$ cat src/rtl/cpu_pkg.sv
// cpu_pkg: shared types for the CPU retire monitor.
//   instr_class_e : coarse RV32I instruction class derived from the opcode
//   OPC_*         : RV32I major opcodes (instr[6:0])
//   retire_rec_t  : one buffered retire record (pc, instr, result, class, seq_err)
//   classify()    : opcode -> instr_class_e
//   is_control()  : true for classes that may legally redirect the PC
package cpu_pkg;

  typedef enum logic [2:0] {
    CL_ALU_R   = 3'd0,
    CL_ALU_I   = 3'd1,
    CL_LOAD    = 3'd2,
    CL_STORE   = 3'd3,
    CL_BRANCH  = 3'd4,
    CL_JUMP    = 3'd5,
    CL_UPPER   = 3'd6,
    CL_ILLEGAL = 3'd7
  } instr_class_e;

  localparam logic [6:0] OPC_OP     = 7'b0110011;
  localparam logic [6:0] OPC_OP_IMM = 7'b0010011;
  localparam logic [6:0] OPC_LOAD   = 7'b0000011;
  localparam logic [6:0] OPC_STORE  = 7'b0100011;
  localparam logic [6:0] OPC_BRANCH = 7'b1100011;
  localparam logic [6:0] OPC_JAL    = 7'b1101111;
  localparam logic [6:0] OPC_JALR   = 7'b1100111;
  localparam logic [6:0] OPC_LUI    = 7'b0110111;
  localparam logic [6:0] OPC_AUIPC  = 7'b0010111;

  typedef struct packed {
    logic [31:0]  pc;
    logic [31:0]  instr;
    logic [31:0]  result;
    instr_class_e cls;
    logic         seq_err;
  } retire_rec_t;

  function automatic instr_class_e classify(input logic [6:0] opc);
    instr_class_e c;
    case (opc)
      OPC_OP:             c = CL_ALU_R;
      OPC_OP_IMM:         c = CL_ALU_I;
      OPC_LOAD:           c = CL_LOAD;
      OPC_STORE:          c = CL_STORE;
      OPC_BRANCH:         c = CL_BRANCH;
      OPC_JAL, OPC_JALR:  c = CL_JUMP;
      OPC_LUI, OPC_AUIPC: c = CL_UPPER;
      default:            c = CL_ILLEGAL;
    endcase
    return c;
  endfunction

  function automatic logic is_control(input instr_class_e c);
    return (c == CL_BRANCH) || (c == CL_JUMP);
  endfunction

endpackage

$ cat src/rtl/retire_fifo.sv
// retire_fifo: generic first-word-fall-through FIFO, DEPTH x WIDTH.
//   clk, rst            : clock (rising edge), asynchronous active-low reset
//   wr_valid, wr_data   : write request and payload
//   wr_accept           : the write is taken this cycle (not full, or full with a pop)
//   rd_valid, rd_data   : head present / head payload (all zeros while empty)
//   rd_ready            : consumer takes the head; ignored while empty
//   count               : occupancy, 0..DEPTH
module retire_fifo #(
  parameter int DEPTH = 16,
  parameter int WIDTH = 8
) (
  input  logic                     clk,
  input  logic                     rst,
  input  logic                     wr_valid,
  input  logic [WIDTH-1:0]         wr_data,
  output logic                     wr_accept,
  output logic                     rd_valid,
  input  logic                     rd_ready,
  output logic [WIDTH-1:0]         rd_data,
  output logic [$clog2(DEPTH):0]   count
);

  localparam int AW = $clog2(DEPTH);

  logic [WIDTH-1:0] mem [DEPTH];
  logic [AW-1:0]    wr_ptr;
  logic [AW-1:0]    rd_ptr;
  logic [AW:0]      count_q;
  logic             full;
  logic             empty;
  logic             push;
  logic             pop;

  // Full/empty come from the occupancy counter so the pointers can simply
  // wrap modulo DEPTH. A pop frees a slot in the same cycle, which is what
  // lets a write into a full FIFO succeed when the consumer is draining.
  assign empty     = (count_q == '0);
  assign full      = (count_q == (AW+1)'(DEPTH));
  assign pop       = rd_ready & ~empty;
  assign push      = wr_valid & (~full | pop);
  assign wr_accept = push;

  // Storage has no reset: stale entries are never visible because the
  // head is masked while empty.
  always_ff @(posedge clk) begin
    if (push) begin
      mem[wr_ptr] <= wr_data;
    end
  end

  // Pointer and occupancy bookkeeping.
  always_ff @(posedge clk or negedge rst) begin
    if (!rst) begin
      wr_ptr  <= '0;
      rd_ptr  <= '0;
      count_q <= '0;
    end else begin
      if (push) wr_ptr <= wr_ptr + AW'(1);
      if (pop)  rd_ptr <= rd_ptr + AW'(1);
      case ({push, pop})
        2'b10:   count_q <= count_q + (AW+1)'(1);
        2'b01:   count_q <= count_q - (AW+1)'(1);
        default: count_q <= count_q;
      endcase
    end
  end

  assign rd_valid = ~empty;
  assign rd_data  = empty ? '0 : mem[rd_ptr];
  assign count    = count_q;

endmodule

$ cat src/rtl/cpu_retire_monitor.sv
// cpu_retire_monitor: captures retired instructions (pc, instr, result),
// classifies them by RV32I opcode, flags PC sequencing breaks and buffers
// the records in a FWFT FIFO drained through a valid/ready port.
//   clk, rst                           : clock, asynchronous active-low reset
//   ret_valid/pc/instr/result          : incoming retire record
//   out_valid/ready                    : FIFO head handshake
//   out_pc/instr/result/class/seq_err  : head record (zeros while empty)
//   count                              : FIFO occupancy
//   overflow, drop_cnt                 : sticky drop flag, saturating drop count
//   clr_status                         : synchronous clear of overflow/drop_cnt
module cpu_retire_monitor
  import cpu_pkg::*;
#(
  parameter int DEPTH  = 16,
  parameter int DROP_W = 16
) (
  input  logic                     clk,
  input  logic                     rst,
  input  logic                     ret_valid,
  input  logic [31:0]              ret_pc,
  input  logic [31:0]              ret_instr,
  input  logic [31:0]              ret_result,
  output logic                     out_valid,
  input  logic                     out_ready,
  output logic [31:0]              out_pc,
  output logic [31:0]              out_instr,
  output logic [31:0]              out_result,
  output logic [2:0]               out_class,
  output logic                     out_seq_err,
  output logic [$clog2(DEPTH):0]   count,
  output logic                     overflow,
  output logic [DROP_W-1:0]        drop_cnt,
  input  logic                     clr_status
);

  instr_class_e cur_class;
  logic         cur_seq_err;
  logic         push_ok;
  logic         drop;
  retire_rec_t  wr_rec;
  retire_rec_t  head_rec;

  logic [31:0]  prev_pc;
  instr_class_e prev_class;
  logic         prev_valid;

  // A record breaks sequencing when the previous one could not redirect
  // the PC yet this PC is not the fall-through address (wraps mod 2^32).
  always_comb begin
    cur_class   = classify(ret_instr[6:0]);
    cur_seq_err = prev_valid && !is_control(prev_class) &&
                  (ret_pc != (prev_pc + 32'd4));
    wr_rec         = '0;
    wr_rec.pc      = ret_pc;
    wr_rec.instr   = ret_instr;
    wr_rec.result  = ret_result;
    wr_rec.cls     = cur_class;
    wr_rec.seq_err = cur_seq_err;
  end

  // The checker follows every retire, including ones the FIFO drops, so
  // that a drop does not produce a spurious break on the next record.
  always_ff @(posedge clk or negedge rst) begin
    if (!rst) begin
      prev_pc    <= '0;
      prev_class <= CL_ALU_R;
      prev_valid <= 1'b0;
    end else if (ret_valid) begin
      prev_pc    <= ret_pc;
      prev_class <= cur_class;
      prev_valid <= 1'b1;
    end
  end

  retire_fifo #(
    .DEPTH (DEPTH),
    .WIDTH ($bits(retire_rec_t))
  ) u_fifo (
    .clk       (clk),
    .rst       (rst),
    .wr_valid  (ret_valid),
    .wr_data   (wr_rec),
    .wr_accept (push_ok),
    .rd_valid  (out_valid),
    .rd_ready  (out_ready),
    .rd_data   (head_rec),
    .count     (count)
  );

  assign drop = ret_valid & ~push_ok;

  // Drop accounting. A drop in the same cycle as a clear takes priority,
  // so the clear never hides a freshly lost record.
  always_ff @(posedge clk or negedge rst) begin
    if (!rst) begin
      overflow <= 1'b0;
      drop_cnt <= '0;
    end else if (drop) begin
      overflow <= 1'b1;
      if (clr_status) begin
        drop_cnt <= DROP_W'(1);
      end else if (drop_cnt != {DROP_W{1'b1}}) begin
        drop_cnt <= drop_cnt + DROP_W'(1);
      end
    end else if (clr_status) begin
      overflow <= 1'b0;
      drop_cnt <= '0;
    end
  end

  always_comb begin
    out_pc      = head_rec.pc;
    out_instr   = head_rec.instr;
    out_result  = head_rec.result;
    out_class   = head_rec.cls;
    out_seq_err = head_rec.seq_err;
  end

endmodule

$ cat config.mk
export PLATFORM = sky130hd
export DESIGN_NAME = cpu_retire_monitor
export DESIGN_NICKNAME = d
export VERILOG_FILES = /design/src/rtl/cpu_pkg.sv /design/src/rtl/retire_fifo.sv /design/src/rtl/cpu_retire_monitor.sv
export SDC_FILE = /design/constraint.sdc
export NUM_CORES = 2
export LEC_CHECK = 0
export CAP_MARGIN = 20
export CORE_ASPECT_RATIO = 1.75
export CORE_MARGIN = 2
export CORE_UTILIZATION = 42
export CTS_CLUSTER_DIAMETER = 100
export CTS_CLUSTER_SIZE = 40
export DETAILED_ROUTE_END_ITERATION = 12
export DONT_BUFFER_PORTS = 1
export GPL_TIMING_DRIVEN = 0
export PLACE_DENSITY = 0.55
export SLEW_MARGIN = 25
export SYNTH_ARGS = -nofsm -noshare
export SYNTH_HDL_FRONTEND = slang
export SYNTH_HIERARCHICAL = 1
export SYNTH_SLANG_ARGS = --single-unit
export TNS_END_PERCENT = 30
$ cat constraint.sdc
create_clock -name clk -period 9.5 [get_ports clk]
set_clock_uncertainty 0.1 [all_clocks]
set_input_delay 2.375 -clock clk [delete_from_list [all_inputs] [get_ports clk]]
set_output_delay 2.375 -clock clk [all_outputs]
set_load 0.005 [all_outputs]
Word-level counts from Yosys, hierarchy flattened
Memory sizes are Yosys's and may differ from the RTL's.
Cells that the tools add are included.
- flip-flop bits (word level): 66
- bits of input ports: 101
- logic and storage cells: 60
- latch bits: 0
- ROM bits: 0
- memories kept: 1
- RAM bits: 1600
- memories (name ; depth ; width ; rd ports ; clocked after Yosys merged registers in ; wr ports ; RTL line ; source):
    u_fifo.mem ; 16 ; 100 ; 1 ; 0 ; 1 ; retire_fifo.sv:25 ; logic [WIDTH-1:0] mem [DEPTH];
- multipliers: 0
- shifts and indexed selects: 0
- divide/modulo/power cells: 0
- eq/ne operators: 16
- order comparisons: 0
- reduce and logical (&&, ||, !) cells: 11
- bitwise operators: 7
- multiplexer cells: 11
- add/sub/neg operators: 6
- operator list (kind ; count):
    2-to-1 mux 100 bit ; 1
    2-to-1 mux 16 bit ; 4
    adder 32 x 3 -> 32 bit (second input constant) ; 1
    inequality test 32 bit ; 1
    equality test 7 x 6 -> 1 bit (second input constant) ; 3
    equality test 7 bit (second input constant) ; 3
    one-hot mux 3 bit (7 select lines) ; 1
    adder 16 x 1 -> 16 bit (second input constant) ; 1
    inequality test 16 bit (second input constant) ; 1
    equality test 7 x 5 -> 1 bit (second input constant) ; 2
    one-hot mux 5 bit (2 select lines) ; 1
    adder 4 x 1 -> 4 bit (second input constant) ; 2
    equality test 7 x 2 -> 1 bit (second input constant) ; 1
    equality test 3 bit (second input constant) ; 2
    nonzero test 2 bit ; 3
    adder 5 x 1 -> 5 bit (second input constant) ; 1
    equality test 5 bit (second input constant) ; 1
    logical NOT 5 bit ; 1
    subtractor 5 x 1 -> 5 bit (second input constant) ; 1
    2-to-1 mux 1 bit ; 4
    OR reduction 2 bit ; 2
    AND 1 bit ; 3
    inverter 1 bit ; 3
    equality test 2 x 1 -> 1 bit (second input constant) ; 1
    other kinds (6) ; 7

Longest topological paths before layout
- depth in word-level cells: 9
- mapped depth: 11
- gate-level depth less buffers: 10

By module
Netlist, hierarchy kept.
- by module, submodules not included (module ; times used ; sequential area each (µm²) ; cells an instance ; area each (µm²)):
    retire_fifo ; 1 ; 48371.4 ; 2900 ; 62333.5
    cpu_retire_monitor ; 1 ; 1301.2 ; 351 ; 3357.0

Worst setup path before layout
No wires, ideal clock.
- kind: input to register
- start point: input port out_ready
- end point: memory u_fifo/mem[0][0] in the netlist's numbering (enable)
- library setup time: 681 ps
- setup slack: -814 ps
- stages on the path: 4
- arrival: 9533 ps
- cell sequence: o31a_1 > buf_2 > nand2_1 > nor3_1
- word-level cells in the longest chain between the ends: 5
- ends and longest elaborated chain (item ; RTL line ; source):
    from (decl) ; cpu_retire_monitor.sv:24 ; input logic out_ready,
    AND 1 bit ; retire_fifo.sv:39 ; assign pop = rd_ready & ~empty;
    bitwise OR 1 bit ; retire_fifo.sv:40 ; assign push = wr_valid & (~full | pop);
    AND 1 bit ; retire_fifo.sv:40 ;
    net push_ok ; cpu_retire_monitor.sv:38 ; logic push_ok;
    2-to-1 mux 1 bit ; retire_fifo.sv:46 ; if (push) begin
    2-to-1 mux 1 bit (implied by the code) ; retire_fifo.sv:47 ; mem[wr_ptr] <= wr_data;
    to (decl) ; retire_fifo.sv:25 ;
The timed path passes the listed nets, and every way through them passes these cells.

Worst setup path in the final report
- start point: register u_fifo.rd_ptr[1]
- end point: output port out_result[22]
- word-level cells in the longest chain between the ends: 2
- ends and longest elaborated chain (item ; RTL line ; source):
    from (decl) ; retire_fifo.sv:27 ; logic [AW-1:0] rd_ptr;
    from (signal assigned) ; retire_fifo.sv:59 ; if (pop) rd_ptr <= rd_ptr + AW'(1);
    memory (16 x 100 bit) ; - ;
    2-to-1 mux 100 bit ; retire_fifo.sv:69 ; assign rd_data = empty ? '0 : mem[rd_ptr];
    to (decl) ; cpu_retire_monitor.sv:27 ; output logic [31:0] out_result,
No other way between the ends.

==> impl_metrics.toml <==
[global_route]
grt_max_degree = 66
grt.total_usage_pct = 21.01
grt_busiest_layer = "met2"
grt_pass1_vias = 32730
use_met1_pct = 26.98
grt_overflow = 0
met2_usage_pct = 36.95
grt_use_met3_pct = 4.215
antenna_found_initial = 4
grt_first_pass_wirelength_um = 239500

[route]
avgViaCountPerCell = 5.740
drt-total-wl_um = 167500
avgRoutedWirePerCell_um = 30.43
ant_nets = 0
via_count = 31600
drc_errors = 20
drtIter0Drc = 2630
firstDrtPassIters = 11

[status]
violations = "design-rule violations"
status = "complete, but fails checks"

[yosys]
synth_cell_types = 72
ys_ff_latch = 1665
synthCells = 3251
netlist_area_mm2 = 0.06569
synth-main-ff-cell = "edfxtp_1"
ys_warn_count = 6
avgSynthCellArea_um2 = 20.21
async_flop_share_pct = 3.904
syn_nets = 3363
synth-edff-count = 1600
seq_area_frac_synth_pct = 75.62

[hold_path]
holdCritPathClass = "reg -> reg"
min-delay-start = "prev_valid"

[sta]
timing.hold.ws_ns = 0.3958
min_period_ns = 6.238
rsz0062_at_grt = "false"
hold_viol = 0
period_share_pct = 65.66
slew_viol_final = 0
timing.fmax_mhz = 160.3
worst_slack_ns = 3.262
tightest_slew_ns = 1.125
slew-limit-headroom_pct = 25.01
final-setup-viol-count = 0

[clocking]
clkTransAtPathRegs_ns = 0.14
cts_tree = "built"
clk_latency_ns = 0.70
cts_root_buf = "clkbuf_16"
cts_max_level = 2
post_cts_buffers = 0
cts_resized = 0
ctsLongestPathBuffers = 3
cts_buffers = 47
hold_buffers = 0
cts.sinks = 1665

[layout]
layout-drive-gt1-share_pct = 22.61
fill_cells = 12990
final_cell_mix = "edfxtp_1 (1600), mux4_2 (296), mux2i_1 (212)"
final_core_util_pct = 46.40
final_common_cell = "edfxtp_1"
layout.nets = 3559
fin_area_mm2 = 0.07235
synthToLayoutAreaGrowth_pct = 10.13

[worst_setup_path]
critPathArrivalTime_ns = 3.76
required_ns = 7.03
crit_path_start_kind = "flip-flop"
slowest_stage = "clkbuf_1"
cp_max_fo = 10
criticalPathCategory = "reg -> out"
cp_cell_sequence = "buf_2, buf_4, clkbuf_1, buf_1, o211ai_1, nand2_1"
timing.rr.start = "u_fifo/count[4]"
crit_path_end_kind = "output pin"
critical-path-max-stage-delay_ns = 0.75
startpoint = "u_fifo/rd_ptr[1]"

[floorplan]
fp.dieW_um = 303.0
pin_count = 224
start_util_pct = 42.13
fp-row-count = 192
core-area_mm2 = 0.1559
die_area_mm2 = 0.1597
die_h_um = 527.2

[placed_design]
dpl_cell_area_mm2 = 0.07103
place_congestion = 0.7710
dp_hpwl_um = 114300
io_buffer_count = 0
pre_cts_ws_ns = 3.948

[run]
drv_cap = 0

[pwr]
finalPower_w = 0.01909
powerDensity_mw_per_mm2 = 263.9
leakage_nw = 23.26
ir_worst_vdd_mv = 0.2110
[Yosys cell counts (7+ instances only)]
cell type	number	area [um^2]
xnor2_1	37	324.1
nand3_1	17	85.08
o221ai_2	49	735.7
a22oi_1	103	773.2
and3_1	7	43.79
edfxtp_1	1600	48050
o21ai_0	14	70.07
buf_6	12	135.1
clkbuf_1	50	187.7
dfrtp_1	65	1627
o221ai_1	17	148.9
mux2i_1	212	2122
a21oi_1	12	60.06
nand2_1	131	491.7
buf_2	71	355.3
o211ai_1	36	270.3
buf_1	18	67.56
nor3_1	14	70.07
xor2_1	22	192.7
nand4_1	49	306.5
a31oi_1	8	50.05
mux4_2	296	6666
buf_4	21	157.7
nor2_1	50	187.7
inv_1	149	559.3
mux2_2	98	1104
ha_1	10	125.1
[cell type report]
class                   count  area (um^2)  share of cell area (%)
diodes                      1        2.502                0.003459
plain buffers             172        903.4                   1.249
clock buffers              67         1294                   1.788
clock inverters             2        16.27                 0.02248
inverters                 150        563.0                  0.7783
multi-input cells        1264        14690                   20.30
flip-flops and latches   1665        49670                   68.66
well taps                2037         2549                   3.523
repair buffers            147         2656                   3.672
[per-stage QoR]
step                setup TNS [ns]  std cells
floorplan                  -161.65       3251
CTS                              0       5504
finish                           0       5505
global placement          -7761.30       5288
global route                     0       5505
detailed placement               0       5435
[sequential cells by signal, summed over array words and instances, names as in the netlist]
register / flops
u_fifo/wr_ptr: 4
prev_class: 2
drop_cnt: 16
prev_valid: 1
u_fifo/rd_ptr: 4
overflow: 1
prev_pc: 32
u_fifo/count: 5
u_fifo/mem: 1600
[path summary, 6_finish.rpt]
kind                       cells past startpoint                end  slack [ns]
min in group asynchronous                      0        drop_cnt[1]        1.25
max in group asynchronous                      0   u_fifo/rd_ptr[3]        7.92
hold / removal                                 1         prev_valid        0.40
hold reg to reg                                1         prev_valid        0.40
setup / recovery                               6     out_result[22]        3.26
setup reg to reg                              11  u_fifo/mem[2][51]        6.06
[critical path, delay by kind of cell, from the launching register on]
family          cells  cell delay (ns)
buf+inv             4             2.14
flops               1             0.39
simple gates        1             0.31
compound gates      1             0.22
[power breakdown]
group	switching [W]	internal (W)	total (W)
sequential	0.000162	0.00877	0.00893
combinational	0.00429	0.00285	0.00715
clock	0.00205	0.000971	0.00302
[logic make-up (layout without fill, tap and decap cells)]
logic type,count (synthesis),in the layout,synth area share (%)
simple gates,322,322,2.505
xor+xnor,59,59,0.7866
compound gates,263,263,3.529
buf+inv,322,538,2.232
mux,609,609,15.11
flops,1665,1665,75.62
fa+ha+maj,11,11,0.2209
other cells,0,1,0
[layer usage]
| layer | vias to the layer above | share of wire, % |
|---|---|---|
| met5 | - | 0.0078 |
| met4 | 2 | 1.8 |
| met3 | 131 | 6.3 |
| met2 | 758 | 52 |
| met1 | 17190 | 40 |
| li1 | 13510 | - |
Note: power is estimated with default switching activity, not from simulation.
